--- src/rtl/common_types_pkg.sv ---
// Shared types for the instruction/data memory arbiter.
package common_types_pkg;

  typedef enum logic [1:0] {
    IDLE  = 2'd0,
    IBUSY = 2'd1,
    DBUSY = 2'd2
  } arb_state_t;

  localparam logic [3:0] STRB_ALL      = 4'b1111;
  localparam int         STARVE_CW_MIN = 3;

  // Counter must hold STARVE_MAX itself, never narrower than 3 bits.
  function automatic int starve_cw(input int max_cnt);
    int w;
    w = $clog2(max_cnt + 1);
    return (w < STARVE_CW_MIN) ? STARVE_CW_MIN : w;
  endfunction

endpackage

--- src/rtl/mem_arbiter_if.sv ---
// CPU-side fetch/load/store ports and the single-port RAM bus of the arbiter.
interface mem_arbiter_if;

  logic        iread;
  logic [31:0] iaddr;
  logic        ihit;
  logic [31:0] iload;

  logic        dread;
  logic        dwrite;
  logic [31:0] daddr;
  logic [31:0] dstore;
  logic [3:0]  dstrobe;
  logic        dhit;
  logic [31:0] dload;

  logic        ram_ren;
  logic        ram_wen;
  logic [31:0] ram_addr;
  logic [31:0] ram_wdata;
  logic [3:0]  ram_strobe;
  logic [31:0] ram_rdata;
  logic        ram_ready;

  // Arbiter side.
  modport slave (
    input  iread, iaddr, dread, dwrite, daddr, dstore, dstrobe, ram_rdata, ram_ready,
    output ihit, iload, dhit, dload, ram_ren, ram_wen, ram_addr, ram_wdata, ram_strobe
  );

  // Environment side: the CPU requesters plus the RAM.
  modport master (
    output iread, iaddr, dread, dwrite, daddr, dstore, dstrobe, ram_rdata, ram_ready,
    input  ihit, iload, dhit, dload, ram_ren, ram_wen, ram_addr, ram_wdata, ram_strobe
  );

endinterface

--- src/rtl/mem_arbiter.sv ---
// Arbitrates instruction fetches and data accesses onto one RAM port; data wins
// unless a waiting fetch has already been passed over STARVE_MAX times in a row.
module mem_arbiter
  import common_types_pkg::*;
#(
  parameter int STARVE_MAX = 4
) (
  input  logic          clk,
  input  logic          nrst,
  mem_arbiter_if.slave  bus
);

  localparam int            CW         = starve_cw(STARVE_MAX);
  localparam logic [CW-1:0] STARVE_LIM = CW'(STARVE_MAX);

  arb_state_t    state;
  arb_state_t    state_nxt;
  logic [CW-1:0] starve_cnt;
  logic [CW-1:0] starve_cnt_nxt;

  logic          d_req;
  logic          i_starved;
  logic          ihit_c;
  logic          dhit_c;
  logic          ram_ren_c;
  logic          ram_wen_c;
  logic [31:0]   ram_addr_c;
  logic [31:0]   ram_wdata_c;
  logic [3:0]    ram_strobe_c;

  always_ff @(posedge clk or negedge nrst) begin
    if (!nrst) begin
      state      <= IDLE;
      starve_cnt <= '0;
    end else begin
      state      <= state_nxt;
      starve_cnt <= starve_cnt_nxt;
    end
  end

  always_comb begin
    state_nxt      = state;
    starve_cnt_nxt = starve_cnt;
    ihit_c         = 1'b0;
    dhit_c         = 1'b0;
    ram_ren_c      = 1'b0;
    ram_wen_c      = 1'b0;
    ram_addr_c     = '0;
    ram_wdata_c    = '0;
    ram_strobe_c   = '0;

    d_req     = bus.dread | bus.dwrite;
    i_starved = bus.iread && (starve_cnt == STARVE_LIM);

    unique case (state)
      IDLE: begin
        if (d_req && !i_starved) begin
          state_nxt = DBUSY;
          if (bus.iread) begin
            starve_cnt_nxt = (starve_cnt == STARVE_LIM) ? starve_cnt : starve_cnt + CW'(1);
          end else begin
            starve_cnt_nxt = '0;
          end
        end else if (bus.iread) begin
          state_nxt      = IBUSY;
          starve_cnt_nxt = '0;
        end else begin
          starve_cnt_nxt = '0;
        end
      end

      IBUSY: begin
        ram_ren_c    = 1'b1;
        ram_addr_c   = bus.iaddr;
        ram_strobe_c = STRB_ALL;
        ihit_c       = bus.ram_ready;
        // A fetch withdrawn before completion (pipeline flush) is dropped silently.
        if (bus.ram_ready || !bus.iread) begin
          state_nxt = IDLE;
        end
      end

      DBUSY: begin
        // A simultaneous read and write request is serviced as a write only.
        ram_ren_c    = bus.dread & ~bus.dwrite;
        ram_wen_c    = bus.dwrite;
        ram_addr_c   = bus.daddr;
        ram_wdata_c  = bus.dstore;
        ram_strobe_c = bus.dwrite ? bus.dstrobe : STRB_ALL;
        dhit_c       = bus.ram_ready;
        if (bus.ram_ready) begin
          state_nxt = IDLE;
        end
      end

      default: begin
        state_nxt      = IDLE;
        starve_cnt_nxt = '0;
      end
    endcase
  end

  assign bus.ihit       = ihit_c;
  assign bus.dhit       = dhit_c;
  assign bus.ram_ren    = ram_ren_c;
  assign bus.ram_wen    = ram_wen_c;
  assign bus.ram_addr   = ram_addr_c;
  assign bus.ram_wdata  = ram_wdata_c;
  assign bus.ram_strobe = ram_strobe_c;
  assign bus.iload      = nrst ? bus.ram_rdata : '0;
  assign bus.dload      = nrst ? bus.ram_rdata : '0;

  hits_exclusive: assert property (@(posedge clk) disable iff (!nrst)
    !(bus.ihit && bus.dhit));

  dbusy_held: assert property (@(posedge clk) disable iff (!nrst)
    (state == DBUSY && !bus.ram_ready) |=> (state == DBUSY));

  starve_bounded: assert property (@(posedge clk) disable iff (!nrst)
    starve_cnt <= STARVE_LIM);

endmodule

--- src/flat_wrapper.sv ---
// flat-port wrapper written by rule: the top's interface ports become plain ports
module mem_arbiter_flat import common_types_pkg::*;
#(
  parameter int STARVE_MAX = 4
)
  (clk, nrst, bus_iread, bus_iaddr, bus_dread, bus_dwrite, bus_daddr, bus_dstore, bus_dstrobe, bus_ram_rdata, bus_ram_ready, bus_ihit, bus_iload, bus_dhit, bus_dload, bus_ram_ren, bus_ram_wen, bus_ram_addr, bus_ram_wdata, bus_ram_strobe);
  mem_arbiter_if bus_i ();
  input  logic clk;
  input  logic nrst;
  input wire logic [$bits(bus_i.iread)-1:0] bus_iread;
  input wire logic [$bits(bus_i.iaddr)-1:0] bus_iaddr;
  input wire logic [$bits(bus_i.dread)-1:0] bus_dread;
  input wire logic [$bits(bus_i.dwrite)-1:0] bus_dwrite;
  input wire logic [$bits(bus_i.daddr)-1:0] bus_daddr;
  input wire logic [$bits(bus_i.dstore)-1:0] bus_dstore;
  input wire logic [$bits(bus_i.dstrobe)-1:0] bus_dstrobe;
  input wire logic [$bits(bus_i.ram_rdata)-1:0] bus_ram_rdata;
  input wire logic [$bits(bus_i.ram_ready)-1:0] bus_ram_ready;
  output wire logic [$bits(bus_i.ihit)-1:0] bus_ihit;
  output wire logic [$bits(bus_i.iload)-1:0] bus_iload;
  output wire logic [$bits(bus_i.dhit)-1:0] bus_dhit;
  output wire logic [$bits(bus_i.dload)-1:0] bus_dload;
  output wire logic [$bits(bus_i.ram_ren)-1:0] bus_ram_ren;
  output wire logic [$bits(bus_i.ram_wen)-1:0] bus_ram_wen;
  output wire logic [$bits(bus_i.ram_addr)-1:0] bus_ram_addr;
  output wire logic [$bits(bus_i.ram_wdata)-1:0] bus_ram_wdata;
  output wire logic [$bits(bus_i.ram_strobe)-1:0] bus_ram_strobe;
  assign bus_i.iread = bus_iread;
  assign bus_i.iaddr = bus_iaddr;
  assign bus_i.dread = bus_dread;
  assign bus_i.dwrite = bus_dwrite;
  assign bus_i.daddr = bus_daddr;
  assign bus_i.dstore = bus_dstore;
  assign bus_i.dstrobe = bus_dstrobe;
  assign bus_i.ram_rdata = bus_ram_rdata;
  assign bus_i.ram_ready = bus_ram_ready;
  assign bus_ihit = bus_i.ihit;
  assign bus_iload = bus_i.iload;
  assign bus_dhit = bus_i.dhit;
  assign bus_dload = bus_i.dload;
  assign bus_ram_ren = bus_i.ram_ren;
  assign bus_ram_wen = bus_i.ram_wen;
  assign bus_ram_addr = bus_i.ram_addr;
  assign bus_ram_wdata = bus_i.ram_wdata;
  assign bus_ram_strobe = bus_i.ram_strobe;
  mem_arbiter #(.STARVE_MAX(STARVE_MAX)) u_core (.clk(clk), .nrst(nrst), .bus(bus_i));
endmodule
--- config.mk ---
export PLATFORM = sky130hd
export DESIGN_NAME = mem_arbiter_flat
export DESIGN_NICKNAME = d
export VERILOG_FILES = /design/src/rtl/common_types_pkg.sv /design/src/rtl/mem_arbiter_if.sv /design/src/rtl/mem_arbiter.sv /design/src/flat_wrapper.sv
export SDC_FILE = /design/constraint.sdc
export NUM_CORES = 1
export LEC_CHECK = 0
export CAP_MARGIN = 5
export CORE_AREA = 4 4 105 107
export CTS_CLUSTER_SIZE = 8
export DETAILED_ROUTE_END_ITERATION = 10
export DIE_AREA = 0 0 109 111
export PLACE_DENSITY_LB_ADDON = 0.1
export SYNTH_ARGS = -nofsm -noshare
export SYNTH_HDL_FRONTEND = slang
export SYNTH_SLANG_ARGS = --single-unit
--- constraint.sdc ---
create_clock -name clk -period 2.6 [get_ports clk]
set_input_delay 0.78 -clock clk [delete_from_list [all_inputs] [get_ports clk]]
set_output_delay 0.78 -clock clk [all_outputs]
set_load 0.05 [all_outputs]
## Yosys cells after proc, flatten, opt, wreduce, memory -nomap -nowiden

Cells that the tools add are included.

| word-level totals | value |
|---|---|
| register bits | 5 |
| input port bits | 138 |
| output and inout port bits | 136 |
| logic and storage cells | 41 |

| cells by class | value |
|---|---|
| add/sub/neg operators | 1 |
| equality and inequality tests | 7 |
| mux-type cells | 18 |
| bitwise logic cells | 4 |
| reductions and logical operators | 9 |

Operator list:

| cell | number |
|---|---|
| $mux 32 | 2 |
| $pmux 32 s2 | 1 |
| $mux 3 | 3 |
| $mux 2 | 4 |
| $pmux 4 s2 | 1 |
| $pmux 2 s3 | 1 |
| $pmux 3 s2 | 1 |
| $mux 4 | 1 |
| $ne 4x4->1 const B | 1 |
| $add 3x1->3 const B | 1 |
| $eq 3x3->1 const B | 1 |
| $mux 1 | 3 |
| $ne 3x2->1 const B | 1 |
| $reduce_and 3->1 | 1 |
| $eq 2x1->1 const B | 1 |
| $eq 2x2->1 const B | 1 |
| $logic_and 1x1->1 | 2 |
| $logic_not 1->1 | 2 |
| $logic_not 2->1 | 1 |
| $ne 2x1->1 const B | 1 |
| $ne 2x2->1 const B | 1 |
| $not 1->1 | 2 |
| $pmux 1 s2 | 1 |
| $reduce_and 2->1 | 1 |
| 4 further kinds | 4 |

## Longest topological paths before layout

Gate-level depths: netlist of the first run.

| depth | value |
|---|---|
| depth in word-level cells | 6 |
| depth in mapped cells | 7 |
| mapped depth without buffers | 5 |

## Worst setup path before layout of the first run

Ideal clock, no wire load.

| path | value |
|---|---|
| path type | input port to output port |
| from | input nrst |
| to | output bus_iload[10] |
| arrival time | 1717 ps |
| data required time | 1820 ps |
| path slack | 103 ps |
| stages on the path | 3 |
| path buffers | 2 |
| cells stage by stage | clkbuf_1 -> and2_1 -> buf_4 |

| on the way | value |
|---|---|
| word-level cells in the longest chain between the ends | 1 |

RTL lines:

| element | RTL line | source |
|---|---|---|
| from (decl) | flat_wrapper.sv:9 | `input logic nrst;` |
| $mux 32 | -- |  |
| to (decl) | flat_wrapper.sv:20 | `output wire logic [$bits(bus_i.iload)-1:0] bus_iload;` |

Every way passes these cells.

## Worst setup path in the final report of the first run

| path | value |
|---|---|
| from | register u_core.state[0] |
| to | output bus_ram_addr[12] |

| on the way | value |
|---|---|
| word-level cells in the longest chain between the ends | 2 |
| elaborated cells on any way between the ends | 3 |
| those cells by class | 2 x eq/ne; 1 x mux |

RTL lines:

| element | RTL line | source |
|---|---|---|
| from (decl) | mem_arbiter.sv:16 | `arb_state_t state;` |
| from (signal assigned) | mem_arbiter.sv:36 | `state <= state_nxt;` |
| $eq 2x2->1 / $eq 2x1->1 (equally long branches) | mem_arbiter.sv:55 | `unique case (state)` |
| $pmux 32 s2 * | mem_arbiter.sv:55 |  |
| to (decl) | flat_wrapper.sv:25 | `output wire logic [$bits(bus_i.ram_addr)-1:0] bus_ram_addr;` |

Mark *: on every way between the ends. The rest lies on a longest branch, timed or not.

==> impl_metrics.env, run 1 <==
export IMPL_drv_slew=0
export IMPL_routed_wl_um=10400
export IMPL_critPathLaunchType="register"
export IMPL_rows=37
export IMPL_dieHeight_um=111
export IMPL_tritoncts="done"
export IMPL_grt_use_total=0.159
export IMPL_grt_pass1_wl_um=15100
export IMPL_ios=274
export IMPL_clock_sink_count=5
export IMPL_r2r_end="u_core.state[0]"
export IMPL_p_int_w=0.00256
export IMPL_p_clk_frac=0.027
export IMPL_post_cts_setup_buffer_count=0
export IMPL_switchingPower_w=0.00258
export IMPL_worstMarginPinSlew_ns=0.236
export IMPL_cts_max_level=1
export IMPL_crit_type="reg2out"
export IMPL_ys_flop_type="dfrtp_1"
export IMPL_insertion_delay_ns=0.21
export IMPL_cp_data_arrival_time_ns=1.76
export IMPL_ys_seq_elements=5
export IMPL_drt_iter0_drc=84
export IMPL_avgSynthCellArea_sq_um=7.31
export IMPL_period_minus_slack_ns=2.54
export IMPL_endpoint_kind="output pin"
export IMPL_root_buffer="clkbuf_8"
export IMPL_wl_per_cell_um=17.9
export IMPL_drive_above_1_share=0.453
export IMPL_r2r_start="u_core.state[0]"
export IMPL_final_core_util=0.571
export IMPL_core_area_sq_um=10100
export IMPL_path_max_fanout=18
export IMPL_startpoint="u_core.state[0]"
export IMPL_finClkSkew_ns=0.0000300
export IMPL_nNetsFinal=588
export IMPL_clock_path_buffers=2
export IMPL_antenna_left=0
export IMPL_switching_share=0.502
export IMPL_status="finished, final reports clean"
export IMPL_holdPathStages=2
export IMPL_hold_path_class="reg2reg"
export IMPL_place_gp_congestion=0.778
export IMPL_cap_viol_max_count=0
export IMPL_critPathRequiredTime_ns=1.82
export IMPL_die_area_sq_um=12100
export IMPL_drc=0
export IMPL_viasPerCell=4.04
export IMPL_rrSetupSlack_ns=1.06
export IMPL_hold_violations=0
export IMPL_crit_end="bus_ram_addr[12]"
export IMPL_n_antenna_cell=0
export IMPL_crit_path_max_incr_delay_ns=0.37
export IMPL_synthArstFlopShare=1.00
export IMPL_ir_drop_v=0.000518
export IMPL_fillers=835
export IMPL_relSlewSlack=0.843
export IMPL_syn_num_nets=343
export IMPL_leakagePower_nw=2.44
export IMPL_syn_area_sq_um=1460
export IMPL_clk_pin_slew_ns=0.03
export IMPL_cts_buffers=3
export IMPL_grt_start_max_net_pins=37
export IMPL_grt_pass1_vias=2466
export IMPL_layout_setup_ws_ns=0.0583
export IMPL_die_x_um=109
export IMPL_setup_viol=0
export IMPL_synth_cells=200
export IMPL_post_route_period_util=0.978
export IMPL_fmax_ghz=0.393
export IMPL_crit_chain="inv_1, ha_4, and2_4, clkbuf_16, a22o_1, buf_12"
export IMPL_cp_slowest_cell="dfrtp_1"
export IMPL_start_util=0.144
export IMPL_first_pass_iters=4
export IMPL_yosys_warnings=0
export IMPL_synth_cell_types=27
export IMPL_combinationalPowerShare=0.951
export IMPL_power_density_nw_per_um2=888
export IMPL_holdBufCountCts=0
export IMPL_area_growth_pct=296
export IMPL_vias=2344
export IMPL_finalSetupTns_ns=0
export IMPL_seq_area_frac_synth=0.0856
export IMPL_grt_ovfl_total=0
export IMPL_io_buffers=273
export IMPL_dpl_hpwl_um=8970
export IMPL_synth_edf_count=0
export IMPL_antenna_found_initial=0
export IMPL_pre_cts_slack_ns=-0.111
export IMPL_rr_worst_depth=6
export IMPL_pwr_share_seq=0.022
## cells by family after synthesis
group           share of synthesized area
flops                              0.0856
compound gates                      0.253
simple gates                        0.372
buf+inv                             0.246
fa+ha+maj                          0.0428
## metal layers
layer	up-vias	wire, um	global-route usage
met4	0	54	0.0135
li1	1137	-	-
met3	6	1240	0.0582
met2	131	5940	0.317
met1	1070	3140	0.156
met5	-	0	0
## power groups by stage
stage,clock (W),combinational [W],sequential [W]
floorplan,0,0.00232,0.000112
global placement,0,0.00467,0.000113
detailed placement,0,0.00471,0.000115
CTS,0.000143,0.00474,0.000114
global route,0.000148,0.00508,0.000119
finish,0.000138,0.00489,0.000114
## worst min-delay path by stage
stage | start | endpoint | slack (ns)
floorplan | nrst | u_core.starve_cnt[0] | 0.48
global placement | u_core.starve_cnt[1] | u_core.starve_cnt[1] | 0.49
detailed placement | u_core.starve_cnt[1] | u_core.starve_cnt[1] | 0.51
CTS | u_core.starve_cnt[1] | u_core.starve_cnt[1] | 0.52
global route | u_core.starve_cnt[1] | u_core.starve_cnt[1] | 0.57
finish | u_core.starve_cnt[1] | u_core.starve_cnt[1] | 0.53
## cell usage after synthesis (2+ instances only)
| cell type | count | area, sq um |
|---|---|---|
| and2_1 | 69 | 432 |
| nor2_1 | 2 | 7.51 |
| ha_1 | 5 | 62.6 |
| inv_1 | 5 | 18.8 |
| a21oi_1 | 2 | 10.0 |
| buf_4 | 35 | 263 |
| dfrtp_1 | 5 | 125 |
| nor3b_1 | 2 | 15.0 |
| o21ai_0 | 4 | 20.0 |
| clkbuf_1 | 6 | 22.5 |
| buf_6 | 4 | 45.0 |
| nand2_1 | 14 | 52.6 |
| a22o_1 | 32 | 280 |
| nand2b_1 | 2 | 12.5 |
## critical path: cells and delay by family, from the launching register on
family	cells	cell delay, ns
flip-flops	1	0.37
AND/OR/NAND/NOR	1	0.18
buffers and inverters	3	0.49
adder cells (fa/ha/maj)	1	0.23
AO/OA/AOI/OAI	1	0.28
## sequential cells by signal, indices dropped and copies added, names as in the netlist
name,flops
u_core.starve_cnt,3
u_core.state,2
## layout make-up
class	count	area, sq um	share of cell area
sequential	5	125	0.0216
tap	136	170	0.0294
multi-input combinational	143	1160	0.201
inverter	5	18.8	0.00324
timing repair buffer	287	4270	0.737
clock buffer	4	45.0	0.00778
## placed cells by master (no fill, tap or decap)
| cell type | n |
|---|---|
| nand3b_1 | 1 |
| clkbuf_8 | 3 |
| nor2_1 | 1 |
| a21oi_1 | 2 |
| dlygate4sd2_1 | 2 |
| nand2_1 | 14 |
| ha_1 | 4 |
| o2bb2ai_1 | 1 |
| a22o_1 | 20 |
| nor2b_1 | 1 |
| o32a_1 | 1 |
| and2_4 | 18 |
| ha_4 | 1 |
| and2_2 | 15 |
| dfrtp_1 | 5 |
| buf_6 | 1 |
| nor3b_1 | 2 |
| or2_2 | 1 |
| o21ai_1 | 1 |
| and2_1 | 36 |
| nand2b_1 | 2 |
| clkbuf_16 | 1 |
| clkdlybuf4s50_1 | 135 |
| o21ai_0 | 4 |
| nand3_1 | 1 |
| nor2_2 | 1 |
| bufbuf_16 | 1 |
| inv_1 | 5 |
| o2111ai_1 | 1 |
| clkbuf_1 | 1 |
| buf_12 | 138 |
| buf_4 | 9 |
| o22ai_1 | 1 |
| o2111a_1 | 1 |
| o211a_1 | 1 |
| a22o_4 | 12 |
## metrics by stage
step	power (W)	std cells	hold slack (ns)	area [sq um]
final	0.00514	580	0.526	5790
after detailed placement	0.00482	574	0.515	5500
after CTS	0.00500	579	0.522	5640
after floorplan	0.00243	200	0.475	1460
after global placement	0.00478	574	0.495	5500
after global routing	0.00534	580	0.566	5790
## repair_timing
| item | CTS | global route |
|---|---|---|
| gates cloned | 1 | 1 |
| endpoints found under the setup margin | 69 | 32 |
| resized for setup | 53 | 15 |
Power figures use the tool's default switching activity.
==> inputs of run 2 (changes only) <==
PLACE_DENSITY = 0.62   (was not set)
PLACE_DENSITY_LB_ADDON = not set   (was 0.1)
==> impl_metrics.env, run 2 (same netlist as run 1, synthesis figures left out) <==
export IMPL_status="finished, final reports clean"
export IMPL_crit_top_cell="buf_12"
export IMPL_grt_pass1_vias=2436
export IMPL_viasPerCell=4.03
export IMPL_area_growth_pct=294
export IMPL_period_minus_slack_ns=2.52
export IMPL_start_util=0.144
export IMPL_drt_iter0_drc=116
export IMPL_endpoint_kind="output pin"
export IMPL_path_delay_family="buffers and inverters"
export IMPL_grt_ovfl_total=0
export IMPL_wl_per_cell_um=17.9
export IMPL_cp_data_arrival_time_ns=1.74
export IMPL_crit_chain="inv_2, ha_4, and2_1, buf_12, a22o_1, buf_12"
export IMPL_clk_pin_slew_ns=0.03
export IMPL_drive_above_1_share=0.459
export IMPL_crit_path_max_incr_delay_ns=0.39
export IMPL_place_gp_congestion=0.816
export IMPL_critPathRequiredTime_ns=1.82
export IMPL_power_w=0.00511
export IMPL_layout_common_cells="138 x buf_12, 135 x clkdlybuf4s50_1, 37 x and2_1"
export IMPL_cp_num_buf_inv=3
export IMPL_power_density_nw_per_um2=888
export IMPL_insertion_delay_ns=0.22
export IMPL_clock_sink_count=5
export IMPL_grt_pass1_wl_um=14600
export IMPL_ios=274
export IMPL_die_x_um=109
export IMPL_final_core_util=0.567
export IMPL_worstMarginPinSlew_ns=0.287
export IMPL_antenna_found_initial=0
export IMPL_drc=0
export IMPL_grtUsageMet2=0.315
export IMPL_fmax_ghz=0.397
export IMPL_dpl_hpwl_um=8830
export IMPL_critPathLaunchType="register"
export IMPL_cts_buffers=3
export IMPL_hold_path_class="reg2reg"
export IMPL_root_buffer="clkbuf_8"
export IMPL_grt_busiest_layer="met2"
export IMPL_post_route_period_util=0.968
export IMPL_setup_viol=0
export IMPL_relSlewSlack=0.808
export IMPL_leakagePower_nw=2.40
export IMPL_layout_commonest_cell="buf_12"
export IMPL_core_area_sq_um=10100
export IMPL_largestRegisters="u_core.starve_cnt: 3 flops, u_core.state: 2 flops"
export IMPL_antenna_left=0
export IMPL_crit_type="reg2out"
export IMPL_top_register="u_core.starve_cnt"
export IMPL_path_max_fanout=36
export IMPL_drv_slew=0
export IMPL_n_antenna_cell=0
export IMPL_hold_violations=0
export IMPL_tritoncts="done"
export IMPL_grt_use_total=0.156
export IMPL_vias=2328
export IMPL_routed_wl_um=10300
export IMPL_ir_drop_v=0.000483
export IMPL_finClkSkew_ns=0.000749
export IMPL_cp_slowest_cell="dfrtp_1"
export IMPL_grt_use_met1=0.157
export IMPL_finalSetupTns_ns=0
export IMPL_nNetsFinal=586
export IMPL_clock_path_buffers=2
export IMPL_io_buffers=273
export IMPL_largest_register_ffs=3
export IMPL_cts_max_level=1
export IMPL_cap_viol_max_count=0
export IMPL_grt_use_met3=0.0419
export IMPL_rows=37
export IMPL_die_area_sq_um=12100
export IMPL_grt_start_max_net_pins=37
export IMPL_dieHeight_um=111
export IMPL_first_pass_iters=4
## run 2: cell types whose count changed in the layout (fill, tap and decap cells not counted), sizes merged
cell           previous run  this run
buf                     148       147
dlygate4sd2               2         1
clkdlybuf4s15             0         1
clkbuf                    5         4
## run 2: report_power, final
part / switching, W / leakage (nW) / internal (W)
Sequential: 0.0000185 / 0.0667 / 0.0000996
Combinational: 0.00255 / 2.31 / 0.00231
Clock: 0.0000342 / 0.0228 / 0.000105
Total: 0.00260 / 2.40 / 0.00251
## run 2: area by class of cell
class | count | area (sq um)
Tap cell | 136 | 170
Clock buffer | 4 | 45.0
Multi-Input combinational cell | 143 | 1160
Timing Repair Buffer | 285 | 4230
Sequential cell | 5 | 125
Inverter | 5 | 18.8
Fill cell | 839 | 4390
## run 2: worst paths after layout
path,startpoint,to,slack [ns],depth (start not counted)
min in group asynchronous,nrst,u_core.starve_cnt[0],0.69,2
max,u_core.state[1],bus_ram_addr[8],0.08,6
max in group asynchronous,nrst,u_core.state[1],1.80,2
max reg2reg,u_core.state[0],u_core.state[0],1.06,6
min,u_core.starve_cnt[1],u_core.starve_cnt[1],0.52,2
min reg2reg,u_core.starve_cnt[1],u_core.starve_cnt[1],0.52,2
## run 2: metrics by stage
step | hold slack, ns | std cells | worst slack (ns) | cell area (sq um)
4_1_cts | 0.523 | 578 | 0.0249 | 5650
6_report | 0.520 | 578 | 0.0820 | 5750
3_3_place_gp | 0.493 | 572 | -0.132 | 5490
2_1_floorplan | 0.475 | 200 | 0.103 | 1460
5_1_grt | 0.558 | 578 | -0.0145 | 5750
3_5_place_dp | 0.514 | 572 | -0.153 | 5490
## run 2: timing repair
action,in CTS,in global routing
hold endpoints to repair,0,0
setup endpoints to repair,69,36
setup buffers,1,0
gates cloned,1,0
gates resized for setup,45,15
hold buffers,0,0
pin swaps,1,0
## run 2: layer usage
metal	routed length [um]	part of all wire
met1	3380	0.33
met5	0	0
met4	127	0.012
met3	958	0.093
met2	5870	0.57
## run 2: worst reg2reg max path: cells and delay by family (launching register included)
| kind | cells | cell delay [ns] |
|---|---|---|
| compound gates | 3 | 0.55 |
| flops | 1 | 0.35 |
| buf+inv | 2 | 0.29 |
| fa+ha+maj | 1 | 0.22 |
==> variant 1 (config.mk and constraints of run 2) <==
Reset style: synchronous (`nrst`), changed in one clocked block.
--- a/src/rtl/mem_arbiter.sv
+++ b/src/rtl/mem_arbiter.sv
@@ -29,5 +29,5 @@
   logic [3:0]    ram_strobe_c;
 
-  always_ff @(posedge clk or negedge nrst) begin
+  always_ff @(posedge clk) begin
     if (!nrst) begin
       state      <= IDLE;
Function: differs if nrst is asserted again (counterexample within 4 cycles, from zero or initial values and one cycle with nrst low); with nrst held inactive, the same outputs for 10 cycles.
==> variant 1 against run 2 <==
Area after synthesis decreased by 1.4%. Sequential cell count unchanged. Largest cell class unchanged. Worst setup slack lost 0.019 ns. Final cell count down 0.69%. Maximum frequency fell by 0.74%. Critical endpoint is now bus_ram_addr[22]. Design area decreased by 2.1%. Wire length about the same. Synthesized cell count grew 0.50%.
Power is not compared: it rests on default switching activity, and its combinational part moved more than twofold at a synthesized area within 25%.
==> variant 1: results (changes against run 2) <==
{
  "clock_network": {
    "cts_setup_buffers": {"value": 0, "change": "-1"},
    "number_of_gates_given_a_new_drive_strength_after_cts": {"value": 37, "change": "-18%"}
  },
  "yosys": {
    "synth_seq_area_share": {"value": 0.0694, "change": "-0.0162"},
    "ys_top_cells_by_count": "sky130_fd_sc_hd__and2_1, sky130_fd_sc_hd__a22o_1, sky130_fd_sc_hd__buf_4, sky130_fd_sc_hd__nand2_1, sky130_fd_sc_hd__clkbuf_1",
    "area_fraction_in_compound_gates_after_synthesis": {"value": 0.252, "change": "-0.00169"},
    "synthesis.nets": {"value": 344, "change": "+0.29%"},
    "ys_top_cells_by_area": "sky130_fd_sc_hd__and2_1, sky130_fd_sc_hd__a22o_1, sky130_fd_sc_hd__buf_4",
    "ys_async_sr_fraction": {"value": 0, "change": "-1.00"},
    "synth-main-ff-cell": "sky130_fd_sc_hd__dfxtp_1",
    "synth_cells": {"value": 201, "change": "+0.50%"}
  },
  "placement": {
    "placedInstanceArea": {"value": 0.00548, "unit": "mm2", "change": "-0.14%"},
    "placedCellCount": {"value": 569, "change": "-0.52%"},
    "place.gp.congestion": {"value": 0.838, "change": "+2.8%"},
    "hpwlAfterDp": {"value": 8900, "unit": "um", "change": "+0.84%"}
  },
  "critical_path": {
    "timing.critical_path.slowest_stage_cell": "sky130_fd_sc_hd__dfxtp_1",
    "worst_r2r_startpoint": "u_core.state[0]",
    "critPathMaxStageDelay": {"value": 0.35, "unit": "ns", "change": "-0.04 ns"},
    "critical_path_peak_fanout": {"value": 32, "change": "-11%"},
    "worstSetupStartpoint": "u_core.state[1]"
  },
  "detailed_routing": {
    "route.met2.wl": {"value": 5310, "unit": "um", "change": "-9.5%"},
    "m1WireLength": {"value": 3260, "unit": "um", "change": "-3.6%"},
    "total_number_of_vias": {"value": 2375, "change": "+2.0%"},
    "vias_cell": {"value": 4.14, "change": "+2.7%"},
    "drt_iter0_markers": {"value": 129, "change": "+11%"},
    "met3_length": {"value": 1580, "unit": "um", "change": "+65%"}
  },
  "grt": {
    "grt_util_all_layers": {"value": 0.159, "change": "+0.00359"},
    "met1_usage_in_global_routing": {"value": 0.157, "change": "-0.000276"},
    "grt_start_max_net_pins": {"value": 36, "change": "-2.7%"},
    "grt_pass1_wl": {"value": 14900, "unit": "um", "change": "+2.0%"},
    "met3_usage_in_global_routing": {"value": 0.0676, "change": "+0.0256"}
  },
  "min_path": {
    "hp-start": "u_core.state[0]"
  },
  "outcome": {
    "status": "complete, no violations"
  },
  "finish": {
    "fill_cells": {"value": 843, "change": "+0.48%"},
    "layout_cell_share_with_drive_strength_beyond_1": {"value": 0.429, "change": "-0.0301"}
  },
  "timing": {
    "transition_time_at_the_pin_with_the_least_slew_margin": {"value": 0.478, "unit": "ns", "change": "+0.191 ns"}
  }
}
variant 1: cell count changes after synthesis, moves of 2 or more:
| cell | before | now |
|---|---|---|
| sky130_fd_sc_hd__nor4_1 | 0 | 2 |
| sky130_fd_sc_hd__o21ai_0 | 4 | 1 |
| sky130_fd_sc_hd__a21oi_1 | 2 | 0 |
| sky130_fd_sc_hd__buf_4 | 35 | 32 |
| sky130_fd_sc_hd__o21bai_1 | 0 | 2 |
| sky130_fd_sc_hd__buf_2 | 1 | 6 |
| sky130_fd_sc_hd__dfrtp_1 | 5 | 0 |
| sky130_fd_sc_hd__dfxtp_1 | 0 | 5 |
| sky130_fd_sc_hd__nor3b_1 | 2 | 0 |
| sky130_fd_sc_hd__nand2b_1 | 2 | 0 |
variant 1: cell type report:
type	count	area share
clock buffers	4	0.00800
inverters	6	0.00400
multi-input cells	142	0.194
flip-flops and latches	5	0.0180
well taps	136	0.0302
repair buffers	281	0.746
variant 1: path summary, 6_finish.rpt:
kind	end	slack [ns]	cells past startpoint
setup / recovery	bus_ram_addr[22]	0.06	6
hold / removal	u_core.state[0]	0.49	2
setup reg to reg	u_core.state[1]	0.79	6
hold reg to reg	u_core.state[0]	0.49	2
variant 1: metrics by stage:
stage | setup WS (ns) | hold slack, ns | setup TNS [ns] | utilization
after floorplan | 0.0156 | 0.448 | 0 | -
after global placement | -0.322 | 0.466 | -3.15 | 0.540
after detailed placement | -0.339 | 0.487 | -3.28 | 0.540
after CTS | 0.0183 | 0.491 | 0 | 0.553
after global routing | -0.00411 | 0.504 | -0.00666 | 0.555
final | 0.0632 | 0.486 | 0 | 0.555
variant 1: power breakdown:
| group | internal, mW | switching, mW |
|---|---|---|
| Sequential | 0.0828 | 0.00495 |
| Combinational | 0.817 | 0.793 |
| Clock | 0.105 | 0.0386 |
==> variant 2 (flow settings as in run 2) <==
Without the edit above. `STARVE_MAX` is set to 4 in 2 places; all go to 5.
--- a/src/rtl/mem_arbiter.sv
+++ b/src/rtl/mem_arbiter.sv
@@ -4,5 +4,5 @@
   import common_types_pkg::*;
 #(
-  parameter int STARVE_MAX = 4
+  parameter int STARVE_MAX = 5
 ) (
   input  logic          clk,
--- a/src/flat_wrapper.sv
+++ b/src/flat_wrapper.sv
@@ -2,5 +2,5 @@
 module mem_arbiter_flat import common_types_pkg::*;
 #(
-  parameter int STARVE_MAX = 4
+  parameter int STARVE_MAX = 5
 )
   (clk, nrst, bus_iread, bus_iaddr, bus_dread, bus_dwrite, bus_daddr, bus_dstore, bus_dstrobe, bus_ram_rdata, bus_ram_ready, bus_ihit, bus_iload, bus_dhit, bus_dload, bus_ram_ren, bus_ram_wen, bus_ram_addr, bus_ram_wdata, bus_ram_strobe);
Behaviour: not the same (Yosys sat finds a counterexample within 10 cycles, from zero or initial values and one cycle with nrst low).
==> variant 2 against run 2 <==
Clock skew increased by 0.0026 ns. Die area unchanged. Area after synthesis decreased by 1.0%. Sequential cell count unchanged. Register-to-register slack got worse by 0.13 ns. Design area decreased by 2.8%. Power decreased by 12%. Wire length increased by 3.2%. Combinational power decreased by 12%. Worst setup slack got worse by 0.027 ns.
==> variant 2: results (changes against run 2) <==
{
  "timing": {
    "fin_worst_skew": {"value": 0.00331, "unit": "ns", "change": "+0.00256 ns"},
    "max_slew_margin": {"value": 0.832, "change": "+0.0234"}
  },
  "finish": {
    "layout_cell_share_with_drive_strength_beyond_1": {"value": 0.437, "change": "-0.0222"},
    "post_layout_nonfiller_instances": {"value": 573, "change": "-0.87%"},
    "finish.net_count": {"value": 581, "change": "-0.85%"}
  },
  "grt": {
    "first_global_vias": {"value": 2381, "change": "-2.3%"},
    "grt_start_max_net_pins": {"value": 36, "change": "-2.7%"},
    "grt_pass1_wl": {"value": 15000, "unit": "um", "change": "+2.4%"},
    "grt_util_all_layers": {"value": 0.162, "change": "+0.00588"}
  },
  "placement": {
    "place.gp.congestion": {"value": 0.910, "change": "+11%"},
    "hpwlAfterDp": {"value": 8980, "unit": "um", "change": "+1.7%"},
    "dp_worst_setup_slack": {"value": -0.141, "unit": "ns", "change": "+0.0121 ns"}
  },
  "critical_path": {
    "critical_path_arrival": {"value": 1.77, "unit": "ns", "change": "+0.03 ns"},
    "r2r_setup_slack": {"value": 0.93, "unit": "ns", "change": "-0.13 ns"}
  },
  "yosys": {
    "synth_top_cell_area_share": {"value": 0.294, "change": "-0.00126"},
    "synth_cells": {"value": 196, "change": "-2.0%"},
    "ys_top_cells_by_area": "sky130_fd_sc_hd__and2_1, sky130_fd_sc_hd__a22o_1, sky130_fd_sc_hd__buf_4",
    "synth_seq_area_share": {"value": 0.0865, "change": "+0.000889"},
    "yosys.cell_types.count": {"value": 26, "change": "-3.7%"},
    "synthesis.nets": {"value": 339, "change": "-1.2%"},
    "area_fraction_in_compound_gates_after_synthesis": {"value": 0.255, "change": "+0.00177"},
    "ys_top_cells_by_count": "sky130_fd_sc_hd__and2_1, sky130_fd_sc_hd__buf_4, sky130_fd_sc_hd__a22o_1, sky130_fd_sc_hd__nand2_1"
  },
  "clock_network": {
    "cts_setup_buffers": {"value": 0, "change": "-1"},
    "number_of_gates_given_a_new_drive_strength_after_cts": {"value": 47, "change": "+4.4%"}
  },
  "detailed_routing": {
    "drt_iter0_markers": {"value": 93, "change": "-20%"},
    "postRouteWirelength": {"value": 10700, "unit": "um", "change": "+3.2%"},
    "total_number_of_vias": {"value": 2274, "change": "-2.3%"}
  },
  "outcome": {
    "status": "complete, no violations"
  },
  "pwr": {
    "cellLeakagePower": {"value": 2.33, "unit": "nW", "change": "-3.0%"}
  }
}
variant 2: metal layers:
metal  track usage  wire length, um  vias up  part of all wire
met5             0                0        -                 0
met2         0.328             6190      101              0.58
li1              -                -     1119                 -
met4        0.0177               91        0            0.0085
met3        0.0431              781        7             0.073
met1         0.163             3600     1047              0.34
variant 2: worst max-delay path: cells and delay by family (launching register included):
family          cells  cell delay (ns)
simple gates        1             0.31
buf+inv             2             0.23
fa+ha+maj           1             0.37
compound gates      1             0.26
flops               1             0.36
variant 2: final cells by class:
cell class	count	area [um2]	share of cell area
well taps	136	170	0.0304
clock buffers	4	45.0	0.00806
inverters	6	22.5	0.00403
repair buffers	283	4190	0.750
flip-flops and latches	5	125	0.0224
multi-input cells	139	1040	0.186
variant 2: power breakdown:
group	switching, mW	total [mW]	internal, mW	leakage [nW]
Sequential	0.0180	0.118	0.0998	0.0668
Clock	0.0385	0.144	0.105	0.0228
Combinational	2.28	4.26	1.98	2.24
variant 2: cells by family (layout without fill, tap and decap cells):
| logic type | count (synthesis) | after routing |
|---|---|---|
| DFF | 5 | 5 |
| AOI/OAI and AO/OA | 44 | 44 |
| adders and majority gates | 5 | 5 |
| buffers and inverters | 53 | 293 |
| and+or+nand+nor | 89 | 90 |
variant 2: how the worst max path moves through the flow:
stage / startpoint / to / slack, ns / cells past startpoint
after floorplan: nrst / bus_iload[10] / 0.10 / 3
after global placement: nrst / bus_iload[30] / -0.13 / 4
after detailed placement: nrst / bus_iload[30] / -0.14 / 4
after CTS: u_core.state[0] / bus_ram_addr[10] / 0.002 / 6
after global routing: u_core.state[0] / bus_ram_addr[12] / -0.01 / 5
final: u_core.state[0] / bus_ram_addr[12] / 0.05 / 5
